### src/rtl/ifu_prefetcher_nline.sv
// ifu_prefetcher_nline
// Next-N-line instruction prefetcher. Each time the CPU enters a new line with
// tag T, it walks tags T+1..T+PREF_DEPTH. For each tag it probes the I-cache,
// and if the line is missing it requests it from memory. Up to MAX_PEND
// prefetches can be in flight. A tag that is already pending, or that the IFU
// is demand-fetching right now, is never requested again.
module ifu_prefetcher_nline #(
    parameter int ADDR_WIDTH   = 32,
    parameter int OFFSET_WIDTH = 4,
    parameter int PREF_DEPTH   = 4,
    parameter int MAX_PEND     = 4,
    parameter int SLEEP_CYCLES = 4
) (
    input  logic                               Clock,
    input  logic                               Rst_n,
    input  logic [ADDR_WIDTH-1:0]              cpu_reqAddrIn,
    input  logic                               ifu_demandValidIn,
    input  logic [ADDR_WIDTH-OFFSET_WIDTH-1:0] ifu_demandTagIn,
    output logic                               cache_reqTagValidOut,
    output logic [ADDR_WIDTH-OFFSET_WIDTH-1:0] cache_reqTagOut,
    input  logic                               cache_rspTagValidIn,
    input  logic [ADDR_WIDTH-OFFSET_WIDTH-1:0] cache_rspTagIn,
    input  logic                               cache_rspTagStatusIn,
    output logic                               mem_reqTagValidOut,
    output logic [ADDR_WIDTH-OFFSET_WIDTH-1:0] mem_reqTagOut,
    input  logic                               mem_reqReadyIn,
    input  logic                               mem_rspInsLineValidIn,
    input  logic [ADDR_WIDTH-OFFSET_WIDTH-1:0] mem_rspTagIn,
    output logic [3:0]                         pend_countOut,
    output logic [1:0]                         current_stateOut
);

    localparam int TAG_WIDTH = ADDR_WIDTH - OFFSET_WIDTH;

    typedef enum logic [1:0] {
        S_IDLE  = 2'b00,
        S_CHECK = 2'b01,
        S_REQ   = 2'b10,
        S_SLEEP = 2'b11
    } state_t;

    state_t                 state;
    logic [TAG_WIDTH-1:0]   baseTag;
    logic [3:0]             k;
    logic [15:0]            sleepCnt;
    logic [MAX_PEND-1:0]    pendValid;
    logic [TAG_WIDTH-1:0]   pendTag [MAX_PEND];

    logic [TAG_WIDTH-1:0]   cpuTag;
    logic [TAG_WIDTH-1:0]   targetTag;
    logic                   tagChanged;
    logic                   demandHit;
    logic                   cacheMatch;
    logic                   targetReturned;
    logic                   targetPending;
    logic                   freeFound;
    logic [MAX_PEND-1:0]    allocMask;
    logic [3:0]             pendCount;
    logic                   memValid;
    logic                   issued;
    logic                   advance;
    logic                   lastStep;
    logic                   unusedOffset;

    assign cpuTag         = cpu_reqAddrIn[ADDR_WIDTH-1:OFFSET_WIDTH];
    assign unusedOffset   = ^cpu_reqAddrIn[OFFSET_WIDTH-1:0];
    assign targetTag      = baseTag + TAG_WIDTH'(k);
    assign tagChanged     = (cpuTag != baseTag);
    assign demandHit      = ifu_demandValidIn && (ifu_demandTagIn == targetTag);
    assign cacheMatch     = cache_rspTagValidIn && (cache_rspTagIn == targetTag);
    assign targetReturned = mem_rspInsLineValidIn && (mem_rspTagIn == targetTag);
    assign lastStep       = (k == 4'(PREF_DEPTH));

    // Scan the pending table: is the target already in flight, which slot is the lowest free one, and how many slots are occupied
    always_comb begin
        targetPending = 1'b0;
        freeFound     = 1'b0;
        allocMask     = '0;
        pendCount     = '0;
        for (int i = 0; i < MAX_PEND; i++) begin
            if (pendValid[i] && (pendTag[i] == targetTag)) begin
                targetPending = 1'b1;
            end
            if (!pendValid[i] && !freeFound) begin
                freeFound    = 1'b1;
                allocMask[i] = 1'b1;
            end
            pendCount = pendCount + 4'(pendValid[i]);
        end
    end

    // Request valids are decoded from state and registers only; neither valid depends combinationally on a response input
    assign memValid = (state == S_REQ) && freeFound;
    assign issued   = memValid && mem_reqReadyIn;
    assign advance  = ((state == S_CHECK) && cacheMatch &&
                       (cache_rspTagStatusIn || targetPending || demandHit)) ||
                      ((state == S_REQ) && (issued || targetReturned || demandHit));

    assign cache_reqTagValidOut = (state == S_CHECK);
    assign cache_reqTagOut      = (state == S_CHECK) ? targetTag : '0;
    assign mem_reqTagValidOut   = memValid;
    assign mem_reqTagOut        = memValid ? targetTag : '0;
    assign pend_countOut        = pendCount;
    assign current_stateOut     = state;

    // Walk FSM: latch the base tag, then probe and request each target in turn; a CPU tag change aborts the walk
    always_ff @(posedge Clock or negedge Rst_n) begin
        if (!Rst_n) begin
            state    <= S_IDLE;
            baseTag  <= '0;
            k        <= '0;
            sleepCnt <= '0;
        end else begin
            case (state)
                S_IDLE: begin
                    baseTag <= cpuTag;
                    k       <= 4'd1;
                    state   <= S_CHECK;
                end
                S_CHECK, S_REQ: begin
                    if (tagChanged) begin
                        state <= S_IDLE;
                    end else if (advance) begin
                        if (lastStep) begin
                            state    <= S_SLEEP;
                            sleepCnt <= '0;
                        end else begin
                            k     <= k + 4'd1;
                            state <= S_CHECK;
                        end
                    end else if ((state == S_CHECK) && cacheMatch) begin
                        state <= S_REQ;
                    end
                end
                S_SLEEP: begin
                    if (tagChanged || (sleepCnt == 16'(SLEEP_CYCLES - 1))) begin
                        state <= S_IDLE;
                    end else begin
                        sleepCnt <= sleepCnt + 16'd1;
                    end
                end
                default: state <= S_IDLE;
            endcase
        end
    end

    // Pending table: allocate on a handshake, clear on a matching line return; an issued request stays tracked even if the walk aborts
    always_ff @(posedge Clock or negedge Rst_n) begin
        if (!Rst_n) begin
            pendValid <= '0;
            for (int i = 0; i < MAX_PEND; i++) begin
                pendTag[i] <= '0;
            end
        end else begin
            for (int i = 0; i < MAX_PEND; i++) begin
                if (issued && allocMask[i]) begin
                    pendValid[i] <= 1'b1;
                    pendTag[i]   <= targetTag;
                end else if (mem_rspInsLineValidIn && pendValid[i] &&
                             (pendTag[i] == mem_rspTagIn)) begin
                    pendValid[i] <= 1'b0;
                end
            end
        end
    end

endmodule

### config.mk
export PLATFORM = sky130hd
export DESIGN_NAME = ifu_prefetcher_nline
export DESIGN_NICKNAME = d
export VERILOG_FILES = /design/src/rtl/ifu_prefetcher_nline.sv
export SDC_FILE = /design/constraint.sdc
export NUM_CORES = 1
export LEC_CHECK = 0
export CORE_MARGIN = 5
export CORE_UTILIZATION = 38
export CTS_CLUSTER_DIAMETER = 120
export DETAILED_ROUTE_END_ITERATION = 12
export DONT_BUFFER_PORTS = 1
export PLACE_DENSITY = 0.61
export SLEW_MARGIN = 10
export SYNTH_ARGS = -nofsm -noshare
export SYNTH_HDL_FRONTEND = slang
export SYNTH_SLANG_ARGS = --single-unit
### constraint.sdc
create_clock -name Clock -period 9 [get_ports Clock]
set_input_delay 0.45 -clock Clock [delete_from_list [all_inputs] [get_ports Clock]]
set_output_delay 0.45 -clock Clock [all_outputs]
set_load 0.01 [all_outputs]
==> metrics.cfg, run 1 <==
[floorplan]
row_count=69
dieArea_sq_um=40200
fp.coreArea_sq_um=35700
initial_utilization=0.386
io_pins=187
die_h_um=201
die_width_um=201

[drt]
post_drt_wl_per_cell_um=27.9
drtIter0Drc=1527
remaining_antenna_violation_count=0
route.final.wire_length_um=57400
viasPerCell=6.10
dr.pass1.iters=6
drc=0
dr_total_vias=12500

[finish]
fraction_of_final_layout_cells_sized_beyond_drive_strength_1=0.0865
syn_to_final_growth_pct=7.05
layout.cells.most_common=nand2_1
fin_nets=1724
final_cell_area_sq_um=14800
fillers=3629
mostFrequentLayoutCells=nand2_1 (180), xnor2_1 (173), xor2_1 (169)

[global_route]
grt_max_degree=167
first_global_vias=12000
grt_pass1_wl_um=84000
grt_remaining_overflow=0
antenna_violations_before_repair=1
gr-usage-all-layers=0.278

[power_and_ir_drop]
power.density_nw_per_um2=119
combinationalPowerShare=0.151
ir_drop_uv=133
static-leakage-power_nw=5.81
pwr-share-seq=0.440
p_sw_w=0.000542
clock_power_share=0.409
cellInternalPower_w=0.00122
p_sw_frac=0.307

[sta]
achievable-frequency_mhz=149
holdWs_ns=0.00820
min_period_over_period=0.745
report.final.slew_viol_count=0
setup-violations-final=0
tightestPinTransition_ns=1.22
setup_tns_ns=0
finalClockSkew_ns=0.0155
headroom_to_the_max_slew_limit=0.179
rsz_0062_raised_after_global_routing=no
timing.final.hold_violations=0
finalCriticalPeriod_ns=6.70

[logic_synthesis]
synth-seq-cells=166
netlist_area_sq_um=13800
yosysWarnings=0
synth.net_count=1792
asyncSetResetFlopFracSynth=1.00
edff_count_synth=0
syn_inst=1651
dominantRegCellSynth=dfrtp_1
syn-mean-instance-area_sq_um=8.36
ys_types=87
yosysSeqAreaShare=0.301

[setup_path]
crit_path_cell_trace=nand4_4, nor3_1, nand4_1, xnor2_1, or4_1, or4_1, nor4_2, o41ai_2, a21oi_4, o21a_1, mux2_1
timing.critical_path.to_type=flop
wp_data_required_ns=9.35
worstSetupPathType=reg -> reg
worst_path_max_delay_cell=dfrtp_1
crit_path_frequent_cell=or4_1
crit_path_max_fanout=17
critical_path_arrival_ns=7.05
timing.critical_path.max_delay_family=simple AND/OR/NAND/NOR gates
crit_buf_inv=0
largest_stage_delay_on_the_critical_path_ns=0.99
worstSetupStartpointType=flop

[clock_network]
cts.reportedPaths.clkPinSlew_ns=0.07
cts_max_path_buffers=2
tritoncts=yes
clock_latency_ns=0.47
cts_resized=0
cts_h_tree_depth=4
cts-buffers-inserted=17
tritoncts_num_sinks=166
post_cts.repair.setup_buffers=0
library_cell_used_as_clock_root_buffer=clkbuf_16

[flow_run]
maxCapViolations=0

[placement]
gp_routability_congestion=1.04
portBuffers=0
post_dp_cell_area_sq_um=14200
detailed_place_hpwl_um=44200

[min_path]
min_path_type=in -> async

[status]
run_status=complete, no violations

power by group through the flow:
stage               logic, W  registers, W  clock network (W)
floorplan           0.000196      0.000770                  0
global placement    0.000246      0.000791                  0
detailed placement  0.000245      0.000791                  0
CTS                 0.000264      0.000776           0.000732
global route        0.000285      0.000777           0.000765
finish              0.000267      0.000777           0.000721
per-stage QoR:
step / cells / setup WS [ns] / util / power [W]
6_report: 2057 / 2.30 / 0.413 / 0.00177
5_1_grt: 2056 / 2.20 / 0.413 / 0.00183
4_1_cts: 2056 / 2.52 / 0.413 / 0.00177
3_5_place_dp: 2024 / 2.52 / 0.397 / 0.00104
3_3_place_gp: 2024 / 2.66 / 0.397 / 0.00104
2_1_floorplan: 1651 / 4.63 / - / 0.000966
state kept, by name, indices dropped and copies added (netlist names):
signal	count
sleepCnt	16
pendTag	112
current_stateOut	2
pendValid	4
k	4
baseTag	28
repair_timing:
| action | in CTS | in global routing |
|---|---|---|
| endpoints found under the setup margin | 0 | 0 |
| hold endpoints to repair | 166 | 0 |
| hold buffers | 1 | 0 |
area by class of cell:
class                   count  area (sq um)  area share
diodes                      1          2.50    0.000169
clock buffers              18           439      0.0297
clock inverters            13           119     0.00805
inverters                  44           165      0.0112
multi-input cells        1309          8960       0.606
flip-flops and latches    166          4150       0.281
well taps                 461           577      0.0390
repair buffers             45           358      0.0242
routing by layer:
metal  vias to the layer above  wire length [um]  GRT usage
li1                       5654                 -          -
met4                         2              2390      0.109
met5                         -                 8          0
met1                      6132             23700      0.367
met2                       630             26900      0.452
met3                       131              4450     0.0535
logic make-up (layout without fill, tap and decap cells):
group / count (synthesis) / after routing / share of synthesized area
XOR/XNOR: 352 / 352 / 0.232
AND/OR/NAND/NOR: 591 / 591 / 0.219
multiplexers: 36 / 36 / 0.0285
AO/OA/AOI/OAI: 311 / 311 / 0.149
buffers and inverters: 176 / 120 / 0.0525
other: 1 / 2 / 0.000272
adder cells (fa/ha/maj): 18 / 18 / 0.0174
flip-flops: 166 / 166 / 0.301
cell usage after synthesis, types with 17 or more instances:
library cell	n	share of area
nand2_1	180	0.049
xnor2_1	174	0.11
xor2_1	169	0.11
dfrtp_1	166	0.30
o21ai_0	153	0.055
nor2_1	106	0.029
clkbuf_1	97	0.026
nand3_1	68	0.025
nor4_1	56	0.025
nand4_1	43	0.019
inv_1	42	0.011
nor3_1	26	0.0094
mux2_2	24	0.020
o211ai_1	24	0.013
a21oi_1	18	0.0065
buf_2	18	0.0065
nor3b_1	18	0.0098
and3_1	17	0.0077
worst reg2reg max path, stage by stage (launching register included):
cell and delay [ns]:
dfrtp_1 0.99, nand4_4 0.22, nor3_1 0.94, nand4_1 0.65, xnor2_1 0.30, or4_1 0.50
or4_1 0.53, nor4_2 0.57, o41ai_2 0.29, a21oi_4 0.48, o21a_1 0.72, mux2_1 0.39
final timing paths:
kind,from,endpoint,slack [ns],cells after the start
max,baseTag[7],sleepCnt[0],2.30,11
min,Rst_n,k[3],0.008,1
max reg2reg,baseTag[7],sleepCnt[0],2.30,11
min reg2reg,pendTag[2],pendTag[2],0.54,2
max in group asynchronous,Rst_n,pendTag[103],8.28,1
min in group Clock,cpu_reqAddrIn[31],baseTag[27],0.10,2
No activity file was read; power rests on OpenSTA's default activity.
==> inputs of run 2 (changes only) <==
==> constraint.sdc (replaced) <==
create_clock -name Clock -period 6.9 [get_ports Clock]
set_input_delay 0.345 -clock Clock [delete_from_list [all_inputs] [get_ports Clock]]
set_output_delay 0.345 -clock Clock [all_outputs]
set_load 0.01 [all_outputs]
==> metrics.cfg, run 2 (same netlist as run 1, synthesis figures left out) <==
[finish]
largest_reg_flops=112  ; unchanged
syn_to_final_growth_pct=8.32
num_antenna_cells=0  ; -1
layout.cells.most_common=nand2_1
registers.top_by_ff_count=pendTag
fraction_of_final_layout_cells_sized_beyond_drive_strength_1=0.0947  ; +0.00822
largest_registers=pendTag x112, baseTag x28, sleepCnt x16
mostFrequentLayoutCells=nand2_1 (180), xnor2_1 (174), xor2_1 (169)
fin_nets=1744  ; +1.2%

[drt]
drtIter0Drc=1637  ; +7.2%
route.final.wire_length_um=58200  ; +1.4%
post_drt_wl_per_cell_um=28.0  ; +0.47%
dr_total_vias=12800  ; +1.7%
drc=0  ; unchanged
viasPerCell=6.15  ; +0.77%
dr.pass1.iters=5  ; -1
remaining_antenna_violation_count=0  ; unchanged

[sta]
achievable-frequency_mhz=170  ; +14%
setup_tns_ns=0  ; unchanged
rsz_0062_raised_after_global_routing=no
min_period_over_period=0.851  ; +0.106
tightestPinTransition_ns=1.12  ; -0.102 ns
finalCriticalPeriod_ns=5.87  ; -0.829 ns
finalClockSkew_ns=0.0143  ; -0.00124 ns
timing.final.hold_violations=0  ; unchanged
report.final.slew_viol_count=0  ; unchanged
headroom_to_the_max_slew_limit=0.246  ; +0.0674
setup_ws_ns=1.03  ; -1.27 ns
setup-violations-final=0  ; unchanged

[placement]
detailed_place_hpwl_um=45100  ; +2.2%
gp_routability_congestion=1.02  ; -2.6%
pre_cts_slack_ns=1.15  ; -1.37 ns
portBuffers=0  ; unchanged

[floorplan]
initial_utilization=0.386  ; unchanged
die_width_um=201  ; unchanged
fp.coreArea_sq_um=35700  ; unchanged
io_pins=187  ; unchanged
dieArea_sq_um=40200  ; unchanged
die_h_um=201  ; unchanged
row_count=69  ; unchanged

[global_route]
grt_pass1_wl_um=85800  ; +2.2%
grt_max_degree=167  ; unchanged
gr-usage-all-layers=0.283  ; +0.00525
first_global_vias=12300  ; +2.8%
antenna_violations_before_repair=1  ; unchanged
grt_remaining_overflow=0  ; unchanged

[setup_path]
critical_path_arrival_ns=6.19  ; -0.86 ns
worstSetupPathType=reg -> reg
wp_data_required_ns=7.22  ; -2.13 ns
worstSetupStartpointType=flop
crit_path_max_fanout=15  ; -2
timing.critical_path.to_type=flop

[power_and_ir_drop]
combinationalPowerShare=0.154  ; +0.003
power.density_nw_per_um2=158  ; +32%
p_sw_frac=0.293  ; -0.0142
clock_power_share=0.419  ; +0.010
pwr-share-seq=0.427  ; -0.013
ir_drop_uv=176  ; +33%
static-leakage-power_nw=5.91  ; +1.8%
cellInternalPower_w=0.00167  ; +36%
p_sw_w=0.000691  ; +27%

[status]
run_status=complete, no violations

[clock_network]
cts_resized=0  ; unchanged
cts-buffers-inserted=17  ; unchanged
library_cell_used_as_clock_root_buffer=clkbuf_16
tritoncts_num_sinks=166  ; unchanged
cts.reportedPaths.clkPinSlew_ns=0.07  ; about the same
clock_latency_ns=0.46  ; about the same
cts_h_tree_depth=4  ; unchanged
cts_max_path_buffers=2  ; unchanged
post_cts.repair.setup_buffers=0  ; unchanged
tritoncts=yes
post_cts_hold_buffer_count=5  ; +4

[flow_run]
maxCapViolations=0  ; unchanged

[min_path]
min_path_type=in -> reg

## run 2: cell count changes in the layout (fill, tap and decap cells not counted), sizes merged
cell and delta:
clkinvlp +1, dlygate4sd3 +4, clkinv -4, inv +1, buf +16, bufinv +2, diode -1
## run 2: critical path, cell delays in order, from the launching register on
cell	delay, ns
dfrtp_1	0.39
ha_1	0.22
inv_1	0.06
fa_1	0.42
nand2b_1	0.26
a21o_1	0.38
o31ai_4	0.45
o32ai_1	0.15
or4_1	0.47
or4_1	0.54
nor4_2	0.73
o41ai_2	0.31
a21oi_4	0.48
o21a_1	0.46
buf_4	0.28
o221ai_1	0.13
## run 2: final timing paths
check / startpoint / endpoint / slack, ns / cells past startpoint
worst max-delay path: k[0] / sleepCnt[3] / 1.03 / 15
worst min-delay path: cpu_reqAddrIn[5] / baseTag[1] / 0.03 / 2
worst max register to register: k[0] / sleepCnt[3] / 1.03 / 15
worst min register to register: k[2] / k[2] / 0.54 / 1
max in group asynchronous: Rst_n / pendTag[27] / 5.63 / 2
min in group asynchronous: Rst_n / k[0] / 0.58 / 2
## run 2: power groups by stage
stage,logic [W],clock network (W),registers [W]
after floorplan,0.000255,0,0.00100
after global placement,0.000332,0,0.00102
after CTS,0.000359,0.00101,0.00101
after detailed placement,0.000331,0,0.00103
after global routing,0.000387,0.00105,0.00101
final,0.000363,0.000988,0.00101
## run 2: final cells by class
type	instances	area [sq um]
tap	461	577
clock inverter	13	145
multi-input combinational	1309	8950
inverter	44	165
clock buffer	18	439
fill	3658	20800
timing repair buffer	65	518
sequential	166	4150
## run 2: layer usage
metal	vias up	global-route usage	routed length [um]	part of all wire
met3	150	0.0578	4930	0.085
met5	-	0	13	0.00022
li1	5685	-	-	-
met1	6202	0.374	23800	0.41
met4	2	0.120	2810	0.048
met2	723	0.454	26700	0.46
## run 2: through the flow
step	area, sq um	power (W)	utilization	hold slack [ns]	std cells
floorplan	13800	0.00126	-	0.0494	1651
global placement	14300	0.00136	0.400	0.0630	2040
detailed placement	14300	0.00136	0.400	0.0628	2040
CTS	14900	0.00237	0.418	0.00365	2076
global route	14900	0.00244	0.418	0.0106	2076
finish	14900	0.00236	0.418	0.0294	2076
